### src/rtl/ascon_sequencer.sv
// Control FSM for the ASCON-128 encryption datapath: sequences init p12, one AD block,
// NB_PT_BLOCKS plaintext blocks and finalisation p12, driving muxes, enables and round-counter loads.
module ascon_sequencer #(
  parameter int NB_PT_BLOCKS = 4
) (
  input  logic       clock_i,
  input  logic       resetb_i,
  input  logic       start_i,
  input  logic       data_valid_i,
  input  logic [3:0] round_i,
  output logic       data_ready_o,
  output logic       input_select_o,
  output logic       xorup_select_o,
  output logic [1:0] xordn_select_o,
  output logic       ena_reg_o,
  output logic       ena_rc_o,
  output logic       init_a_o,
  output logic       init_b_o,
  output logic       final_o,
  output logic       cipher_valid_o,
  output logic       tag_valid_o,
  output logic       done_o
);

  localparam int CW = $clog2(NB_PT_BLOCKS + 1);
  localparam logic [CW-1:0] LAST_BLK = CW'(NB_PT_BLOCKS - 1);

  typedef enum logic [2:0] {
    IDLE, INIT, WAIT_AD, AD, WAIT_PT, PT, FINAL, DONE
  } state_t;

  state_t          state_reg;
  logic [CW-1:0]   blk_cnt_reg;

  logic r0, r6, r11;
  logic last_blk, next_is_last;

  assign r0  = (round_i == 4'd0);
  assign r6  = (round_i == 4'd6);
  assign r11 = (round_i == 4'd11);

  // last_blk: the block about to be (or being) accepted is the final plaintext block
  assign last_blk     = (blk_cnt_reg == LAST_BLK);
  assign next_is_last = ((blk_cnt_reg + 1'b1) == LAST_BLK);

  always_ff @(posedge clock_i or negedge resetb_i) begin
    if (!resetb_i) begin
      state_reg   <= IDLE;
      blk_cnt_reg <= '0;
    end else begin
      case (state_reg)
        IDLE:    if (start_i) state_reg <= INIT;
        INIT:    if (r11) state_reg <= WAIT_AD;
        WAIT_AD: if (data_valid_i) state_reg <= AD;
        AD:      if (r11) state_reg <= WAIT_PT;
        WAIT_PT: if (data_valid_i) state_reg <= last_blk ? FINAL : PT;
        PT: begin
          if (r11) begin
            state_reg   <= WAIT_PT;
            blk_cnt_reg <= blk_cnt_reg + 1'b1;
          end
        end
        FINAL:   if (r11) state_reg <= DONE;
        DONE: begin
          state_reg   <= IDLE;
          blk_cnt_reg <= '0;
        end
        default: state_reg <= IDLE;
      endcase
    end
  end

  // Outputs decode the registered state plus the counter's round index.
  // Counter loads are always requested one cycle ahead of the phase they prepare.
  always_comb begin
    data_ready_o   = 1'b0;
    input_select_o = 1'b0;
    xorup_select_o = 1'b0;
    xordn_select_o = 2'b00;
    ena_reg_o      = 1'b0;
    ena_rc_o       = 1'b0;
    init_a_o       = 1'b0;
    init_b_o       = 1'b0;
    final_o        = 1'b0;
    cipher_valid_o = 1'b0;
    tag_valid_o    = 1'b0;
    done_o         = 1'b0;
    case (state_reg)
      IDLE: begin
        init_a_o = 1'b1;
        ena_rc_o = 1'b1;
      end
      INIT: begin
        ena_reg_o      = 1'b1;
        ena_rc_o       = 1'b1;
        input_select_o = !r0;
        if (r11) begin
          xordn_select_o = 2'b01;
          init_b_o       = 1'b1;
        end
      end
      WAIT_AD: begin
        data_ready_o = 1'b1;
        init_b_o     = 1'b1;
      end
      AD: begin
        input_select_o = 1'b1;
        ena_reg_o      = 1'b1;
        ena_rc_o       = 1'b1;
        xorup_select_o = r6;
        if (r11) begin
          xordn_select_o = 2'b10;
          init_a_o       = last_blk;
          init_b_o       = !last_blk;
        end
      end
      WAIT_PT: begin
        data_ready_o = 1'b1;
        init_a_o     = last_blk;
        init_b_o     = !last_blk;
      end
      PT: begin
        input_select_o = 1'b1;
        ena_reg_o      = 1'b1;
        ena_rc_o       = 1'b1;
        xorup_select_o = r6;
        cipher_valid_o = r6;
        if (r11) begin
          init_a_o = next_is_last;
          init_b_o = !next_is_last;
        end
      end
      FINAL: begin
        final_o        = 1'b1;
        ena_reg_o      = 1'b1;
        ena_rc_o       = 1'b1;
        input_select_o = 1'b1;
        xorup_select_o = r0;
        cipher_valid_o = r0;
        if (r11) xordn_select_o = 2'b01;
      end
      DONE: begin
        tag_valid_o = 1'b1;
        done_o      = 1'b1;
        init_a_o    = 1'b1;
      end
      default: ;
    endcase
  end

endmodule

### config.mk
export PLATFORM = sky130hd
export DESIGN_NAME = ascon_sequencer
export DESIGN_NICKNAME = d
export VERILOG_FILES = /design/src/rtl/ascon_sequencer.sv
export SDC_FILE = /design/constraint.sdc
export NUM_CORES = 1
export LEC_CHECK = 0
export ABC_AREA = 1
export BUFFER_PORTS_ARGS = -buffer_cell sky130_fd_sc_hd__clkbuf_2
export CAP_MARGIN = 15
export CORE_AREA = 2 2 39 41
export DETAILED_ROUTE_END_ITERATION = 8
export DIE_AREA = 0 0 41 43
export HOLD_SLACK_MARGIN = 0.15
export PLACE_DENSITY = 0.73
export SYNTH_ARGS = -nofsm -noshare
export SYNTH_HDL_FRONTEND = slang
export SYNTH_SLANG_ARGS = --single-unit
### constraint.sdc
create_clock -name clock_i -period 4.55 [get_ports clock_i]
set_clock_uncertainty 0.2 [all_clocks]
set_input_delay 0.6825 -clock clock_i [delete_from_list [all_inputs] [get_ports clock_i]]
set_output_delay 0.6825 -clock clock_i [all_outputs]
set_load 0.03 [all_outputs]
; After elaboration in Yosys (flattened, before gate mapping)
; Index checks and enable logic that the tools add are counted.
[word_totals]
ff_bits = 6
mem_bits_ro = 0
output_inout_bits = 13
latch_bits = 0
wordCells = 64
memories = 0
input_bits = 8
mem_bits_rw = 0
[classes]
n_mul = 0
n_div = 0
n_reduce_logical = 15
order_cmp = 0
bitwise_logic = 0
add_sub_neg = 1
n_mux = 28
shifts = 0
eq_ne = 18
[op_table]
columns = cell, count
row1 = 3-bit 2-to-1 mux, 7
row2 = 3-bit case mux with 7 select lines, 1
row3 = 3-bit by 2-bit equality test with 1-bit output (second input constant), 4
row4 = 3-bit equality test (second input constant), 4
row5 = 2-bit inequality test (second input constant), 6
row6 = 1-bit 2-to-1 mux, 11
row7 = 2-bit OR reduction, 4
row8 = 1-bit case mux with 2 select lines, 3
row9 = 3-bit case mux with 2 select lines, 1
row10 = 6-bit AND reduction, 1
row11 = 1-bit case mux with 5 select lines, 1
row12 = 5-bit OR reduction, 1
row13 = 4-bit by 3-bit equality test with 1-bit output (second input constant), 1
row14 = 4-bit equality test (second input constant), 1
row15 = 4-bit logical NOT, 1
row16 = 2-bit 2-to-1 mux, 2
row17 = 1-bit case mux with 4 select lines, 1
row18 = 2-bit case mux with 2 select lines, 1
row19 = 4-bit OR reduction, 1
row20 = 3-bit by 1-bit adder with 3-bit output (second input constant), 1
row21 = 3-bit by 1-bit equality test with 1-bit output (second input constant), 1
row22 = 1-bit logical NOT, 3
row23 = 3-bit logical NOT, 1
row24 = 3-bit OR reduction, 1
row25 = 3 further kinds, 3

; Logic depth before layout (Yosys ltp)
; Gate-level depths: netlist of run 1.
[logic_depth]
word_depth = 5
mapped_depth = 8
ltp_nobuf = 8

; Worst setup path after synthesis of run 1
; Ideal clock, no wire load.
[synth_timing]
kind = input -> output
startpoint = in round_i[0]
endpoint = out xorup_select_o
t_arrival_ns = 1.529
slack_ns = 2.139
path_buffers = 0
path_stages = 3
path_cell_list = inv_1 > nand4_1 > o21ai_0
[synth_between]
elab_chain_cells = 2
[synth_rtl]
columns = item, line_no
row1 = from (decl), 10  ; input logic [3:0] round_i,
row2 = 4-bit by 3-bit equality test with 1-bit output / 4-bit logical NOT (equally long branches), "39, 38"
row3 = 1-bit case mux with 2 select lines *, 88  ; case (state_reg)
row4 = to (decl), 13  ; output logic xorup_select_o,
; Mark *: on every way between the ends. The rest lies on a longest branch, timed or not.

; Worst setup path in the final report of run 1
[layout_timing]
startpoint = reg blk_cnt_reg[0]
endpoint = out init_b_o
[layout_between]
elab_chain_cells = 5
[layout_rtl]
columns = item, line_no
row1 = from (decl), 33  ; logic [CW-1:0] blk_cnt_reg;
row2 = from (signal assigned), 60  ; blk_cnt_reg <= blk_cnt_reg + 1'b1;
row3 = 3-bit by 1-bit adder with 3-bit output, 44  ; assign next_is_last = ((blk_cnt_reg + 1'b1) == LAST_BLK);
row4 = 3-bit by 2-bit equality test with 1-bit output, 44
row5 = 1-bit logical NOT, 130  ; init_b_o = !next_is_last;
row6 = 1-bit 2-to-1 mux, 128  ; if (r11) begin
row7 = 1-bit case mux with 5 select lines *, 88
row8 = to (decl), 18  ; output logic init_b_o,
; Marked as above.

==> results.md, run 1 <==
* Rows at 14
* Clock Latency Late Sink at 0.23 ns
* Power per cell area at 646 nW/µm²
* Die Y at 43 µm
* Worst-margin pin slew at 0.364 ns
* # setup viols final at 0
* Htree depth at 1
* Ys Warns at 0
* Flops & latches, synth at 6
* Crit-path max FO at 4
* CP Data Arrival Time at 1.70 ns
* Die W at 41 µm
* Minimum clock period at 2.58 ns
* Critical path buffer and inverter count at 1
* Largest net degree at the start of global routing at 10
* Violation count after the first detailed-route iteration at 8
* Post-route ant nets at 0
* Placed insts at 122
* Final GP Congestion at 0.792
* Synth cell types at 26
* Layout cells sized above 1 at 32.7%
* Setup ws final at 1.97 ns
* Post-synthesis sequential area ratio at 23.8%
* Ports at 21
* Post-CTS Setup Inserts at 0
* Placeable core area at 1380 µm²
* CTS tree: done
* Ant. Diodes at 0
* Maximum vdd drop at 0.397 mV
* Initial core utilization at 45.6%
* Crit start category: flip-flop
* Setup Crit Path Kind: flip-flop to output pin
* P&R area growth vs syn at 20.0%
* Grt peak-use layer: met2
* Slowest cell delay on critical path at 0.40 ns
* Cell count along the critical path at 8
* Root buf cell: clkbuf_4
* First-pass GRT wire length at 2.08 mm
* Clock Path Buffers at 2
* Crit-path leading delay family: adder cells
* Non-filler cells, final at 126
* Maximum operating frequency at 0.387 GHz
* Outcome: finished clean
* Met1 Track Usage GR at 21.1%
* R2R depth at 7
* # DRC at 0
* DP Worst Slack at 2.18 ns
* Die area at 1760 µm²
* Final worst-path cycle share at 56.8%
* CP cell instances: ha_1 > ha_1 > nand2_1 > o21ai_1 > nor2_1 > nand2_1 > nand3_1 > clkbuf_2
* Initial antenna violation count at 0
* Commonest register cell after synthesis: dfrtp_1
* Drt wl/cell at 9.56 µm
* Max Cap Viol at 0
* Gr usage total at 16.5%
* RSZ-0062 raised after global routing: no
* Post-layout power at 0.489 mW
* Via count at 627
* Syn nets at 100
* GRT met2 Usage at 27.2%
* Master of the slowest instance on the critical path: dfrtp_1
* Final Hold Vio Count at 0
* Post-Syn Instances at 89
* Vias in the first global route at 581
* WHS Path Cells at 1
* Avg Synthesized Cell Area at 7.09 µm²
* Slew Viols, Final at 0
* Max-slew headroom at 75.7%
* Post-CTS Resized at 0
* EDFF count, synth at 0
* Clock-pin slew on the worst setup and hold paths at 0.04 ns
* Net count, final at 123
* # fillers at 153
* CTS Buf Count at 3
* Hold Crit Class: flip-flop to flip-flop
* TritonRoute pass-1 iters at 4
* HPWL after DPL at 1.01 mm
* CTS Sinks at 6
* PortBufs at 20
* Cell leakage power at 0.448 nW
* Grt ovf at 0
* CTS Hold Bufs at 1
* Via/cell ratio at 4.98
* Netlist Area Pre-Place at 631 µm²
* CP required at 3.67 ns
* Total Wirelength at 1.21 mm
* Async SR Flop Fraction at 100%
* Core Util, Final at 54.7%
* Critical path endpoint category: output pin
* GR Util met3 at 1.05%
* Total negative slack at 0 ns
==> report_power, final <==
part	total (mW)	switching, mW	internal, mW
Sequential	0.102	0.0331	0.0689
Combinational	0.342	0.235	0.107
Clock	0.0455	0.0159	0.0296
Total	0.489	0.284	0.205
==> final timing paths <==
path                                            start                          to  slack [ns]
hold reg to reg            blk_cnt_reg[0]$_DFFE_PN0P_  blk_cnt_reg[0]$_DFFE_PN0P_        0.34
setup / recovery           blk_cnt_reg[0]$_DFFE_PN0P_                    init_b_o        1.97
max in group asynchronous                    resetb_i    state_reg[2]$_DFFE_PN0P_        3.42
setup reg to reg             state_reg[2]$_DFFE_PN0P_    state_reg[0]$_DFFE_PN0P_        2.96
hold / removal             blk_cnt_reg[0]$_DFFE_PN0P_  blk_cnt_reg[0]$_DFFE_PN0P_        0.34
min in group asynchronous                    resetb_i  blk_cnt_reg[1]$_DFFE_PN0P_        0.59
==> layout by cell type (no fill, tap or decap), types with 2 or more instances in the layout <==
master and instances:
a21oi_1 2, clkbuf_2 20, clkbuf_4 3, dfrtp_1 6, ha_1 3, inv_1 11
inv_2 3, nand2_1 19, nand2_4 3, nand3_1 14, nand4_1 3, nor2_1 4
nor2_2 2, o21ai_0 4
==> cell usage after synthesis, types with 2 or more instances <==
| library cell | instances | area share [%] |
|---|---|---|
| nand2_1 | 19 | 11 |
| nand3_1 | 14 | 11 |
| inv_1 | 11 | 6.5 |
| dfrtp_1 | 6 | 24 |
| nor2_1 | 4 | 2.4 |
| o21ai_0 | 4 | 3.2 |
| ha_1 | 3 | 6.0 |
| inv_2 | 3 | 1.8 |
| nand2_4 | 3 | 5.4 |
| nand4_1 | 3 | 3.0 |
| a21oi_1 | 2 | 1.6 |
| buf_4 | 2 | 2.4 |
| nor2_2 | 2 | 2.0 |
==> cell type report <==
class | count | area [µm²] | share of cell area [%]
inverter | 14 | 52.6 | 6.94
timing repair buffer | 21 | 110 | 14.5
tap | 16 | 20.0 | 2.64
clock buffer | 3 | 22.5 | 2.98
multi-input combinational | 66 | 402 | 53.1
sequential | 6 | 150 | 19.8
==> per-stage QoR <==
| step | hold slack, ns | area [µm²] |
|---|---|---|
| 2_1_floorplan | 0.187 | 631 |
| 3_3_place_gp | 0.306 | 724 |
| 3_5_place_dp | 0.308 | 724 |
| 4_1_cts | 0.332 | 757 |
| 5_1_grt | 0.381 | 757 |
| 6_report | 0.338 | 757 |
==> cell families (layout without fill, tap and decap cells) <==
family                     count (synthesis)  in the layout  synth area share [%]
buffers and inverters                     17             38                  12.5
AOI/OAI and AO/OA                         11             11                  9.92
DFF                                        6              6                  23.8
adders and majority gates                  3              3                  5.95
and+or+nand+nor                           52             52                  47.8
==> metal layers <==
| metal | up-vias | wire, µm |
|---|---|---|
| met1 | 269 | 536 |
| met5 | - | 0 |
| met3 | 0 | 65 |
| met2 | 19 | 603 |
| li1 | 339 | - |
| met4 | 0 | 0 |
No activity file was read; power rests on OpenSTA's default activity.
==> inputs of run 2 (changes only) <==
--- a/config.mk
+++ b/config.mk
@@ -8,11 +8,10 @@
 export ABC_AREA = 1
 export BUFFER_PORTS_ARGS = -buffer_cell sky130_fd_sc_hd__clkbuf_2
 export CAP_MARGIN = 15
-export CORE_AREA = 2 2 39 41
+export CORE_UTILIZATION = 48
 export DETAILED_ROUTE_END_ITERATION = 8
-export DIE_AREA = 0 0 41 43
 export HOLD_SLACK_MARGIN = 0.15
-export PLACE_DENSITY = 0.73
+export PLACE_DENSITY = 0.74
 export SYNTH_ARGS = -nofsm -noshare
 export SYNTH_HDL_FRONTEND = slang
 export SYNTH_SLANG_ARGS = --single-unit
==> constraint.sdc (replaced) <==
create_clock -name clock_i -period 2.4 [get_ports clock_i]
set_clock_uncertainty 0.2 [all_clocks]
set_input_delay 0.36 -clock clock_i [delete_from_list [all_inputs] [get_ports clock_i]]
set_output_delay 0.36 -clock clock_i [all_outputs]
set_load 0.03 [all_outputs]
==> run 2 against run 1 <==
  * Global-route usage up 4.0 points
  * Critical path depth down 1
  * Critical path type unchanged
  * Sequential share of layout area about the same
  * Worst setup slack worse by 1.8 ns
  * Highest routed layer unchanged
  * Sequential power up 90%
==> results.md, run 2 (synthesized netlist as in run 1, its figures left out) <==
* Outcome: finished clean
* Final worst-path cycle share at 93.8%
* Setup Crit Path Kind: flip-flop to output pin
* CTS Sinks at 6
* Die area at 1460 µm²
* Slowest cell delay on critical path at 0.40 ns
* P&R area growth vs syn at 20.2%
* Master of the slowest instance on the critical path: dfrtp_1
* Power per cell area at 1230 nW/µm²
* Htree depth at 1
* CP startpoint: blk_cnt_reg[0]$_DFFE_PN0P_
* Cell leakage power at 0.450 nW
* Vias in the first global route at 540
* Critical path buffer and inverter count at 1
* WHS at 0.285 ns
* Rows at 12
* # setup viols final at 0
* Ant. Diodes at 0
* Max Cap Viol at 0
* PortBufs at 20
* Max-slew headroom at 75.9%
* Setup ws final at 0.149 ns
* R2R depth at 7
* Largest net degree at the start of global routing at 10
* Core Util, Final at 65.6%
* Layout cells sized above 1 at 33.6%
* Reg-to-Reg Start: state_reg[2]$_DFFE_PN0P_
* First-pass GRT wire length at 2.07 mm
* Post-CTS Setup Inserts at 0
* Die W at 38.2 µm
* Crit-path leading delay family: adder cells
* Total negative slack at 0 ns
* Critical path endpoint category: output pin
* Initial core utilization at 54.5%
* Maximum operating frequency at 0.444 GHz
* Drt wl/cell at 9.78 µm
* Placeable core area at 1160 µm²
* Minimum clock period at 2.25 ns
* R2R Path End: state_reg[2]$_DFFE_PN0P_
* Initial antenna violation count at 0
* Grt ovf at 0
* HPWL after DPL at 1.00 mm
* Final GP Congestion at 0.719
* CP Data Arrival Time at 1.69 ns
* TritonRoute pass-1 iters at 4
* Cell count along the critical path at 7
* Slew Viols, Final at 0
* CP cell instances: ha_1 > ha_1 > nand2_1 > o21ai_2 > nand2_1 > nand4_1 > clkbuf_2
* Via count at 632
* Total Wirelength at 1.21 mm
* Placed cell areas at 722 µm²
* FF-to-FF setup slack at 0.82 ns
* Net count, final at 123
* Hold Crit Class: input port to async pin
* Die Y at 38.2 µm
* Crit-path max FO at 4
* Root buf cell: clkbuf_4
* RSZ-0062 raised after global routing: no
* DP Worst Slack at 0.380 ns
* CTS Buf Count at 3
* Via/cell ratio at 5.10
* CTS tree: done
* Violation count after the first detailed-route iteration at 13
* Clock Path Buffers at 2
* Final Cell Area at 758 µm²
* Final Hold Vio Count at 0
* Maximum vdd drop at 0.817 mV
* Post-route ant nets at 0
* Crit path to: init_a_o
* Worst-margin pin slew at 0.361 ns
* Clock-pin slew on the worst setup and hold paths at 0.04 ns
* Crit start category: flip-flop
* # DRC at 0
* Ports at 21
* CP required at 1.84 ns
* Clock Latency Late Sink at 0.23 ns
* Gr usage total at 20.4%
* # fillers at 116
* Most frequent cells in the layout: nand2_1 (19), clkbuf_2 (19), nand3_1 (14)
## run 2: per-stage QoR
stage | std cells | power [mW]
finish | 124 | 0.929
global route | 124 | 1.01
CTS | 124 | 0.937
detailed placement | 120 | 0.844
global placement | 120 | 0.839
floorplan | 89 | 0.727
## run 2: final cells by class
type                            instances  area, µm²  share of cell area (%)
Clock buffer                            3       22.5                    2.97
Inverter                               14       52.6                    6.93
Multi-Input combinational cell         66        405                    53.5
Sequential cell                         6        150                    19.8
Tap cell                               14       17.5                    2.31
Timing Repair Buffer                   21        110                    14.5
## run 2: layer usage
| metal | vias to the layer above | share of wire, % | global-route usage (%) |
|---|---|---|---|
| li1 | 340 | - | - |
| met1 | 274 | 47 | 26.0 |
| met2 | 18 | 48 | 32.6 |
| met3 | 0 | 4.8 | 3.49 |
| met4 | 0 | 0 | 10.7 |
| met5 | - | 0 | 0 |
## run 2: worst min path at each step
stage	start	to	slack [ns]	cells after the start
floorplan	resetb_i	blk_cnt_reg[0]$_DFFE_PN0P_	-0.14	0
global placement	resetb_i	blk_cnt_reg[0]$_DFFE_PN0P_	-0.01	1
detailed placement	resetb_i	blk_cnt_reg[0]$_DFFE_PN0P_	-0.02	1
CTS	resetb_i	blk_cnt_reg[2]$_DFFE_PN0P_	0.27	2
global route	resetb_i	state_reg[2]$_DFFE_PN0P_	0.29	2
finish	resetb_i	blk_cnt_reg[2]$_DFFE_PN0P_	0.28	2
## run 2: timing repair
item / 4_1_cts / 5_1_grt
resized for setup: 0 / 2
hold buffers: 1 / 0
setup endpoints to repair: 0 / 2
endpoints found under the hold margin: 6 / 0
## run 2: power breakdown
part / internal, mW / switching, mW / total, mW
sequential: 0.131 / 0.0633 / 0.194
combinational: 0.203 / 0.448 / 0.650
clock: 0.0560 / 0.0289 / 0.0850
total: 0.389 / 0.540 / 0.929
## run 2: worst register-to-register path: stages (launching register included)
cell     delay (ns)
dfrtp_1        0.55
inv_2          0.12
nand2_1        0.14
nor2_1         0.06
nor2_2         0.21
nand2_4        0.07
nand2_1        0.06
nand2_1        0.05
